File: src/rtl/mem_port_arbiter_pkg.sv
// Shared definitions for the 4-way memory port arbiter: state encoding,
// requester count/selector width and a one-hot helper.
package mem_port_arbiter_pkg;

    localparam int NUM_REQ = 4;
    localparam int SEL_W   = 2;

    typedef enum logic [1:0] {
        ST_IDLE  = 2'd0,
        ST_ISSUE = 2'd1,
        ST_WAIT  = 2'd2,
        ST_DONE  = 2'd3
    } state_e;

    function automatic logic [NUM_REQ-1:0] onehot(input logic [SEL_W-1:0] idx);
        logic [NUM_REQ-1:0] v;
        v      = '0;
        v[idx] = 1'b1;
        return v;
    endfunction

endpackage

File: src/rtl/mem_port_arbiter_rr_pick_4.sv
// Combinational round-robin picker: first set request bit searching from ptr_i
// upward (mod 4).
module rr_pick_4
    import mem_port_arbiter_pkg::*;
(
    input  logic [NUM_REQ-1:0] req_i,
    input  logic [SEL_W-1:0]   ptr_i,
    output logic               any_o,
    output logic [SEL_W-1:0]   idx_o
);

    logic [NUM_REQ-1:0] rot;
    logic [SEL_W-1:0]   off;

    // rot[k] is the request at search position k, i.e. requester ptr+k (wrapping)
    generate
        for (genvar gi = 0; gi < NUM_REQ; gi++) begin : g_rot
            localparam logic [SEL_W-1:0] OFF = SEL_W'(gi);
            assign rot[gi] = req_i[ptr_i + OFF];
        end
    endgenerate

    always_comb begin
        off = '0;
        for (int k = NUM_REQ - 1; k >= 0; k--) begin
            if (rot[k]) begin
                off = SEL_W'(k);
            end
        end
    end

    assign idx_o = ptr_i + off;
    assign any_o = |req_i;

endmodule

File: src/rtl/mem_port_arbiter.sv
// Round-robin arbiter/sequencer sharing one memory port among four requesters;
// one transaction at a time, per-owner completion pulse, abort on timeout.
module mem_port_arbiter
    import mem_port_arbiter_pkg::*;
#(
    parameter int TIMEOUT = 16,
    parameter int TMR_W   = 8
) (
    input  logic               clk,
    input  logic               rst,
    input  logic [NUM_REQ-1:0] req_i,
    input  logic               mem_done_i,
    output logic [SEL_W-1:0]   selection_o,
    output logic [NUM_REQ-1:0] grant_o,
    output logic               mem_start_o,
    output logic [NUM_REQ-1:0] done_o,
    output logic               timeout_err_o,
    output logic               busy_o
);

    state_e             state_q;
    logic [SEL_W-1:0]   selection_q;
    logic [SEL_W-1:0]   ptr_q;
    logic [SEL_W-1:0]   ptr_d;
    logic [TMR_W-1:0]   timer_q;
    logic [TMR_W-1:0]   timer_d;
    logic [NUM_REQ-1:0] grant_q;
    logic [NUM_REQ-1:0] done_q;
    logic               mem_start_q;
    logic               timeout_err_q;
    logic               busy_q;

    logic               pick_any;
    logic [SEL_W-1:0]   pick_idx;
    logic               timeout_hit;

    rr_pick_4 u_pick (
        .req_i (req_i),
        .ptr_i (ptr_q),
        .any_o (pick_any),
        .idx_o (pick_idx)
    );

    // selection_q doubles as the owner index; it only changes on the IDLE->ISSUE edge
    assign ptr_d       = selection_q + 1'b1;
    assign timer_d     = timer_q + 1'b1;
    assign timeout_hit = (timer_q == TMR_W'(TIMEOUT - 1));

    always_ff @(posedge clk or posedge rst) begin
        if (rst) begin
            state_q       <= ST_IDLE;
            selection_q   <= '0;
            ptr_q         <= '0;
            timer_q       <= '0;
            grant_q       <= '0;
            done_q        <= '0;
            mem_start_q   <= 1'b0;
            timeout_err_q <= 1'b0;
            busy_q        <= 1'b0;
        end else begin
            mem_start_q   <= 1'b0;
            done_q        <= '0;
            timeout_err_q <= 1'b0;
            case (state_q)
                ST_IDLE: begin
                    if (pick_any) begin
                        selection_q <= pick_idx;
                        grant_q     <= onehot(pick_idx);
                        mem_start_q <= 1'b1;
                        busy_q      <= 1'b1;
                        state_q     <= ST_ISSUE;
                    end
                end
                ST_ISSUE: begin
                    timer_q <= '0;
                    state_q <= ST_WAIT;
                end
                ST_WAIT: begin
                    // MemDone on the final allowed cycle still counts as success
                    if (mem_done_i) begin
                        done_q  <= onehot(selection_q);
                        state_q <= ST_DONE;
                    end else if (timeout_hit) begin
                        done_q        <= onehot(selection_q);
                        timeout_err_q <= 1'b1;
                        state_q       <= ST_DONE;
                    end else begin
                        timer_q <= timer_d;
                    end
                end
                ST_DONE: begin
                    grant_q <= '0;
                    busy_q  <= 1'b0;
                    ptr_q   <= ptr_d;
                    state_q <= ST_IDLE;
                end
            endcase
        end
    end

    assign selection_o   = selection_q;
    assign grant_o       = grant_q;
    assign mem_start_o   = mem_start_q;
    assign done_o        = done_q;
    assign timeout_err_o = timeout_err_q;
    assign busy_o        = busy_q;

endmodule
File: config.mk
export PLATFORM = sky130hd
export DESIGN_NAME = mem_port_arbiter
export DESIGN_NICKNAME = d
export VERILOG_FILES = /design/src/rtl/mem_port_arbiter_pkg.sv /design/src/rtl/mem_port_arbiter_rr_pick_4.sv /design/src/rtl/mem_port_arbiter.sv
export SDC_FILE = /design/constraint.sdc
export NUM_CORES = 1
export LEC_CHECK = 0
export CAP_MARGIN = 20
export CORE_MARGIN = 2
export CORE_UTILIZATION = 35
export DETAILED_ROUTE_END_ITERATION = 10
export GPL_ROUTABILITY_DRIVEN = 1
export PLACE_DENSITY = 0.63
export RECOVER_POWER = 100
export SYNTH_ARGS = -nofsm -noshare
export SYNTH_HDL_FRONTEND = slang
export SYNTH_SLANG_ARGS = --single-unit
File: constraint.sdc
create_clock -name clk -period 6.19 [get_ports clk]
set_clock_uncertainty 0.15 [all_clocks]
set_input_delay 0.619 -clock clk [delete_from_list [all_inputs] [get_ports clk]]
set_output_delay 0.619 -clock clk [all_outputs]
set_load 0.01 [all_outputs]
# Yosys cells after proc, flatten, opt, wreduce, memory -nomap -nowiden
# Index checks and enable logic that the tools add are counted.
[word_totals] ff_bits=25 latchBits=0 ram_bits=0 mem_bits_ro=0 in_bits=7 output_inout_bits=13 elab_cells=76 n_memories=0
[op_classes] add_sub_neg=6 multipliers=0 n_div=0 n_lt_le_gt_ge=8 eq_ne=8 shift=0 mux=35 bitwise_logic=0 n_reduce_logical=10
[op_table] operator="$lt 2x3->1 const B" count=6
[op_table] operator="$mux 4" count=4
[op_table] operator="$mux 8" count=2
[op_table] operator="$pmux 8 s2" count=1
[op_table] operator="$mux 2" count=7
[op_table] operator="$mux 1" count=12
[op_table] operator="$add 8x1->8 const B" count=1
[op_table] operator="$bmux 1 s2" count=4
[op_table] operator="$eq 8x4->1 const B" count=1
[op_table] operator="$pmux 2 s4" count=1
[op_table] operator="$pmux 4 s2" count=1
[op_table] operator="$ne 2x2->1 const B" count=3
[op_table] operator="$reduce_and 2->1" count=3
[op_table] operator="$add 2x1->2 const B" count=2
[op_table] operator="$add 2x2->2 const B" count=2
[op_table] operator="$demux 1 s2" count=2
[op_table] operator="$eq 2x2->1 const B" count=2
[op_table] operator="$ge 2x1->1 const B" count=2
[op_table] operator="$reduce_bool 2->1" count=2
[op_table] operator="$reduce_or 4->1" count=1
[op_table] operator="$ne 3x3->1 const B" count=1
[op_table] operator="$reduce_and 3->1" count=1
[op_table] operator="$add 2x2->2" count=1
[op_table] operator="$eq 2x1->1 const B" count=1
[op_table] operator="3 further kinds" count=4

# Logic depth before layout (Yosys ltp)
[logic_depth] word_depth=14 mapped_depth=10 mapped_depth_nobuf=9

# By module
# From an unflattened synthesis, not the netlist that was laid out.
[hier_totals] cells_unflattened=150 area_unflattened_um2=1491.4
[modules_own_cells] mod="mem_port_arbiter" n_inst=1 cells_each=125 area_each_um2=1325.0 seq_area_each_um2=625.6
[modules_own_cells] mod="rr_pick_4" n_inst=1 cells_each=25 area_each_um2=166.4 seq_area_each_um2=0.0

# Worst setup path after synthesis
# Ideal clock, no wire load.
[synth_path] kind="input to register" startpoint="in req_i[3]" endpoint="reg grant_q[2], in the netlist grant_o[2]" setup_ps=69 t_arrival_ps=2028 t_required_ps=5971 path_slack_ps=3943 path_stages=9 path_buffers=1 path_cell_list="clkbuf_8 > inv_1 > o311ai_0 > o21ai_0 > o221ai_1 > ha_1 > nor4_1 > o21ai_0 > nand3_1"
[synth_via] elab_chain_cells=13 elab_cells_between_ends=23 cone_classes="1 x add/sub; 2 x order compare; 1 x eq/ne; 16 x mux; 3 x reduce/logical"
[synth_rtl] item="start: declaration" line_no="mem_port_arbiter.sv:11" source="input logic [NUM_REQ-1:0] req_i,"
[synth_rtl] item="$bmux 1 s2" line_no="mem_port_arbiter_rr_pick_4.sv:19" source="assign rot[gi] = req_i[ptr_i + OFF];"
[synth_rtl] item="$mux 1 (implied by the code)" line_no="mem_port_arbiter_rr_pick_4.sv:19"
[synth_rtl] item="$mux 2 (3 in series)" line_no="mem_port_arbiter_rr_pick_4.sv:26" source="if (rot[k]) begin"
[synth_rtl] item="$mux 2 *" line_no="mem_port_arbiter_rr_pick_4.sv:26"
[synth_rtl] item="$add 2x2->2 *" line_no="mem_port_arbiter_rr_pick_4.sv:32" source="assign idx_o = ptr_i + off;"
[synth_rtl] item="via pick_idx[0]" line_no="mem_port_arbiter.sv:34" source="logic [SEL_W-1:0] pick_idx;"
[synth_rtl] item="$lt 2x3->1 (implied by the code) / $ge 2x1->1 (equally long branches)" line_no="mem_port_arbiter_pkg.sv:18" source="v[idx] = 1'b1;"
[synth_rtl] item="$logic_and 1x1->1 (implied by the code)" line_no="mem_port_arbiter_pkg.sv:18"
[synth_rtl] item="$mux 1 (implied by the code)" line_no="mem_port_arbiter_pkg.sv:18"
[synth_rtl] item="$demux 1 s2 *" line_no="mem_port_arbiter_pkg.sv:18"
[synth_rtl] item="$mux 4 *" line_no="mem_port_arbiter.sv:66" source="if (pick_any) begin"
[synth_rtl] item="$pmux 4 s2 *" line_no="mem_port_arbiter.sv:64" source="case (state_q)"
[synth_rtl] item="end signal: assignment" line_no="mem_port_arbiter.sv:68" source="grant_q <= onehot(pick_idx);"
[synth_rtl] item="end: declaration" line_no="mem_port_arbiter.sv:27" source="logic [NUM_REQ-1:0] grant_q;"
# The timed path passes the listed nets; every way through them passes the cells marked *. The select of a mux whose other input is x is not followed.
# A chain may end at the register's enable or synchronous reset.

# Worst setup path after layout
[layout_path] startpoint="in req_i[0]" endpoint="reg grant_q[2], in the netlist grant_o[2]"
[layout_via] elab_chain_cells=13 elab_cells_between_ends=23 cone_classes="1 x add/sub; 2 x order compare; 1 x eq/ne; 16 x mux; 3 x reduce/logical"
[layout_rtl] item="$bmux 1 s2" line_no="mem_port_arbiter_rr_pick_4.sv:19"
[layout_rtl] item="$mux 1 (implied by the code)" line_no="mem_port_arbiter_rr_pick_4.sv:19"
[layout_rtl] item="$mux 2 (4 in series)" line_no="mem_port_arbiter_rr_pick_4.sv:26"
[layout_rtl] item="$add 2x2->2" line_no="mem_port_arbiter_rr_pick_4.sv:32"
[layout_rtl] item="$lt 2x3->1 (implied by the code) / $ge 2x1->1 (equally long branches)" line_no="mem_port_arbiter_pkg.sv:18"
[layout_rtl] item="$logic_and 1x1->1 (implied by the code)" line_no="mem_port_arbiter_pkg.sv:18"
[layout_rtl] item="$mux 1 (implied by the code)" line_no="mem_port_arbiter_pkg.sv:18"
[layout_rtl] item="$demux 1 s2" line_no="mem_port_arbiter_pkg.sv:18"
[layout_rtl] item="$mux 4" line_no="mem_port_arbiter.sv:66"
[layout_rtl] item="$pmux 4 s2" line_no="mem_port_arbiter.sv:64"
# Several ways; a longest one is shown, not always the timed one. The select of a mux whose other input is x is not followed.

==> flow_summary_export.csv <==
group,metric,value,unit
run_status,status,"finished clean",
floorplan,core-area,4350,sq um
final_layout,final_net_count,193,
final_layout,multiInputGateArea,805,sq um
floorplan,die_area,5050,sq um
place,place_hpwl,2.06,mm
grt,grt_max_degree,26,
power_and_ir_drop,ir_drop,0.122,mV
grt,first_global_vias,1060,
final_layout,postLayoutCoreUtil,40.5,%
worst_setup_path,r2r_start,"state_q[0]$_DFFE_PP0P_",
logic_synthesis,synthArstFlopShare,100,%
final_layout,diodes,0,
logic_synthesis,syn_inst,158,
worst_setup_path,cp-end-kind,"register",
logic_synthesis,syn_nets,176,
worst_setup_path,crit_path_cell_trace,"dlygate4sd3_1 > o41ai_1 > nor4_1 > o21ai_0 > nand3_1",
drt,drcViolationCount,0,
grt,grtUsageTotal,12.3,%
grt,grt_pass1_wl,5.05,mm
logic_synthesis,synth-warning-count,0,
worst_setup_path,reg2reg_slack,3.94,ns
final_layout,drive_gt1_share,6.32,%
min_path,worstHoldEndpoint,"grant_o[1]$_DFFE_PP0P_",
clock_network,hold_buffers,0,
min_path,min_path_type,"reg -> reg",
timing,finalCritPeriodShare,47.0,%
worst_setup_path,crit_path_max_incr_delay,1.23,ns
final_layout,nFillCells,429,
clock_network,post_cts_resized,0,
clock_network,cts_buffers,3,
final_layout,fin_cells,226,
clock_network,cts-root-buf,"clkbuf_8",
worst_setup_path,slowest_stage,"o41ai_1",
worst_setup_path,r2r_cells,6,
worst_setup_path,setup.worst_path.class,"in -> reg",
timing,timing.fmax,343,MHz
timing,setup_viol,0,
logic_synthesis,synthFlopType,"dfrtp_1",
grt,antenna_found_initial,0,
final_layout,layout_common_cells,"25 x dfrtp_1, 17 x nand2_1, 15 x dlygate4sd3_1",
clock_network,cts_tree,"built",
power_and_ir_drop,p_leak,0.817,nW
clock_network,cts_max_level,1,
floorplan,start_util,36.1,%
worst_setup_path,cp.required,6.20,ns
logic_synthesis,synth-edff-count,0,
timing,rsz0062_at_grt,"no",
worst_setup_path,cp_max_fo,9,
floorplan,io_pins,20,
clock_network,clock_latency,0.27,ns
worst_setup_path,critPathLaunchType,"input pin",
drt,dr.first_iter.drc_count,63,
place,dp.cells,222,
logic_synthesis,synth-seq-cells,25,
min_path,hold_path_startpoint,"grant_o[1]$_DFFE_PP0P_",
clock_network,cts.sinks,25,
final_layout,register_area,626,sq um
logic_synthesis,syn_area,1570,sq um
drt,drt_wl_total,2.79,mm
final_layout,area_growth,11.9,%
floorplan,die_h,71.1,um
place,io_buffers,19,
timing,tightest_slew,1.39,ns
timing,slew_violations,0,
final_layout,final_common_cell,"dfrtp_1",
worst_setup_path,cp.arrival,2.92,ns
logic_synthesis,syn_area_per_cell,9.96,sq um
timing,layout_min_cycle_time,2.91,ns
min_path,whs_path_depth,2,
logic_synthesis,seq_area_frac_synth,39.7,%
worst_setup_path,r2r_end,"state_q[1]$_DFFE_PP0P_",
power_and_ir_drop,powerDensity,380,nW/um^2
grt,grt-ovfl-total,0,
worst_setup_path,critPathBufInv,1,
logic_synthesis,synth_cell_types,45,
flow_run,drv_cap,0,
place,place_congestion,0.815,
power_and_ir_drop,power,0.669,mW
timing,hold_viol,0,
clock_network,cts_buffer_depth,2,
drt,avgRoutedWirePerCell,12.3,um
drt,dr.pass1.iters,4,
drt,avgViaCountPerCell,5.08,
clock_network,cts_setup_buffers,0,
floorplan,rows,24,
worst_setup_path,cp_top_family,"compound AO/OA/AOI/OAI gates",
timing,max_slew_margin,6.21,%
floorplan,die_w,71.1,um
clock_network,clk_pin_slew,0.09,ns
timing,fin_setup_tns,0,ns
drt,via_count,1149,
drt,ant_nets,0,
worst_setup_path,critical_path_depth,5,
-- flip-flops by register name, indices dropped and copies added, names as in the netlist --
signal / cells
mem_start_o: 1
grant_o: 4
ptr_q: 2
timer_q: 8
done_o: 4
busy_o: 1
state_q: 2
selection_o: 2
timeout_err_o: 1
-- synthesized netlist by cell type (2+ instances only) --
cell type	n	area, sq um
nand3_1	11	55.1
a31oi_1	2	12.5
and2_1	5	31.3
buf_2	2	10.0
ha_1	11	138
dfrtp_1	25	626
nor2b_1	5	31.3
xor2_1	2	17.5
nand2b_1	3	18.8
nor2_1	7	26.3
a21o_1	2	15.0
xnor2_1	2	17.5
a21oi_1	4	20.0
inv_1	8	30.0
o21ai_0	11	55.1
mux2_4	2	30.0
nor3_1	4	20.0
clkbuf_8	3	41.3
nand2_1	17	63.8
mux2i_1	3	30.0
nor4_1	5	31.3
-- where the power goes --
group	switching (mW)	internal, mW	total (mW)
sequential	0.0487	0.209	0.258
clock	0.0533	0.0451	0.0984
combinational	0.173	0.139	0.313
-- final cells by class --
| cell class | instances | area share (%) |
|---|---|---|
| multi-input combinational | 118 | 45.7 |
| sequential | 25 | 35.5 |
| timing repair buffer | 19 | 10.8 |
| tap | 52 | 3.69 |
| clock buffer | 3 | 2.34 |
| inverter | 8 | 1.70 |
| clock inverter | 1 | 0.284 |
-- cell families (layout without fill, tap and decap cells) --
group,after synthesis,in the layout,share of synthesized area [%]
xor+xnor,4,4,2.23
flops,25,25,39.7
mux,6,6,4.53
fa+ha+maj,11,11,8.74
simple gates,66,66,23.1
buf+inv,15,31,6.36
compound gates,31,31,15.3
-- metrics by stage --
| stage | setup WS, ns | cell area [sq um] | hold slack, ns |
|---|---|---|---|
| 2_1_floorplan | 3.94 | 1570 | 0.308 |
| 3_3_place_gp | 3.17 | 1760 | 0.330 |
| 3_5_place_dp | 3.14 | 1760 | 0.332 |
| 4_1_cts | 3.43 | 1810 | 0.352 |
| 5_1_grt | 2.98 | 1760 | 0.375 |
| 6_report | 3.28 | 1760 | 0.340 |
-- worst max-delay path by stage --
stage / start / end / slack (ns)
2_1_floorplan: req_i[3] / grant_o[2]$_DFFE_PP0P_ / 3.94
3_3_place_gp: req_i[0] / grant_o[3]$_DFFE_PP0P_ / 3.17
3_5_place_dp: req_i[0] / grant_o[1]$_DFFE_PP0P_ / 3.14
4_1_cts: req_i[0] / grant_o[1]$_DFFE_PP0P_ / 3.43
5_1_grt: req_i[0] / grant_o[2]$_DFFE_PP0P_ / 2.98
6_report: req_i[0] / grant_o[2]$_DFFE_PP0P_ / 3.28
-- layer usage --
| metal | wire length (um) | vias up | part of all wire [%] | global-route usage (%) |
|---|---|---|---|---|
| met5 | 0 | - | 0 | 0 |
| met4 | 70 | 0 | 2.5 | 5.24 |
| met3 | 71 | 7 | 2.5 | 1.85 |
| met2 | 1210 | 19 | 43 | 17.5 |
| met1 | 1440 | 532 | 52 | 18.4 |
| li1 | - | 591 | - | - |
-- worst min-delay path, cell delays in order, from the launching register on --
cell and delay [ns]:
dfrtp_1 0.35, nand2_1 0.05, nand3_1 0.07
(Power assumes the default switching activity.)
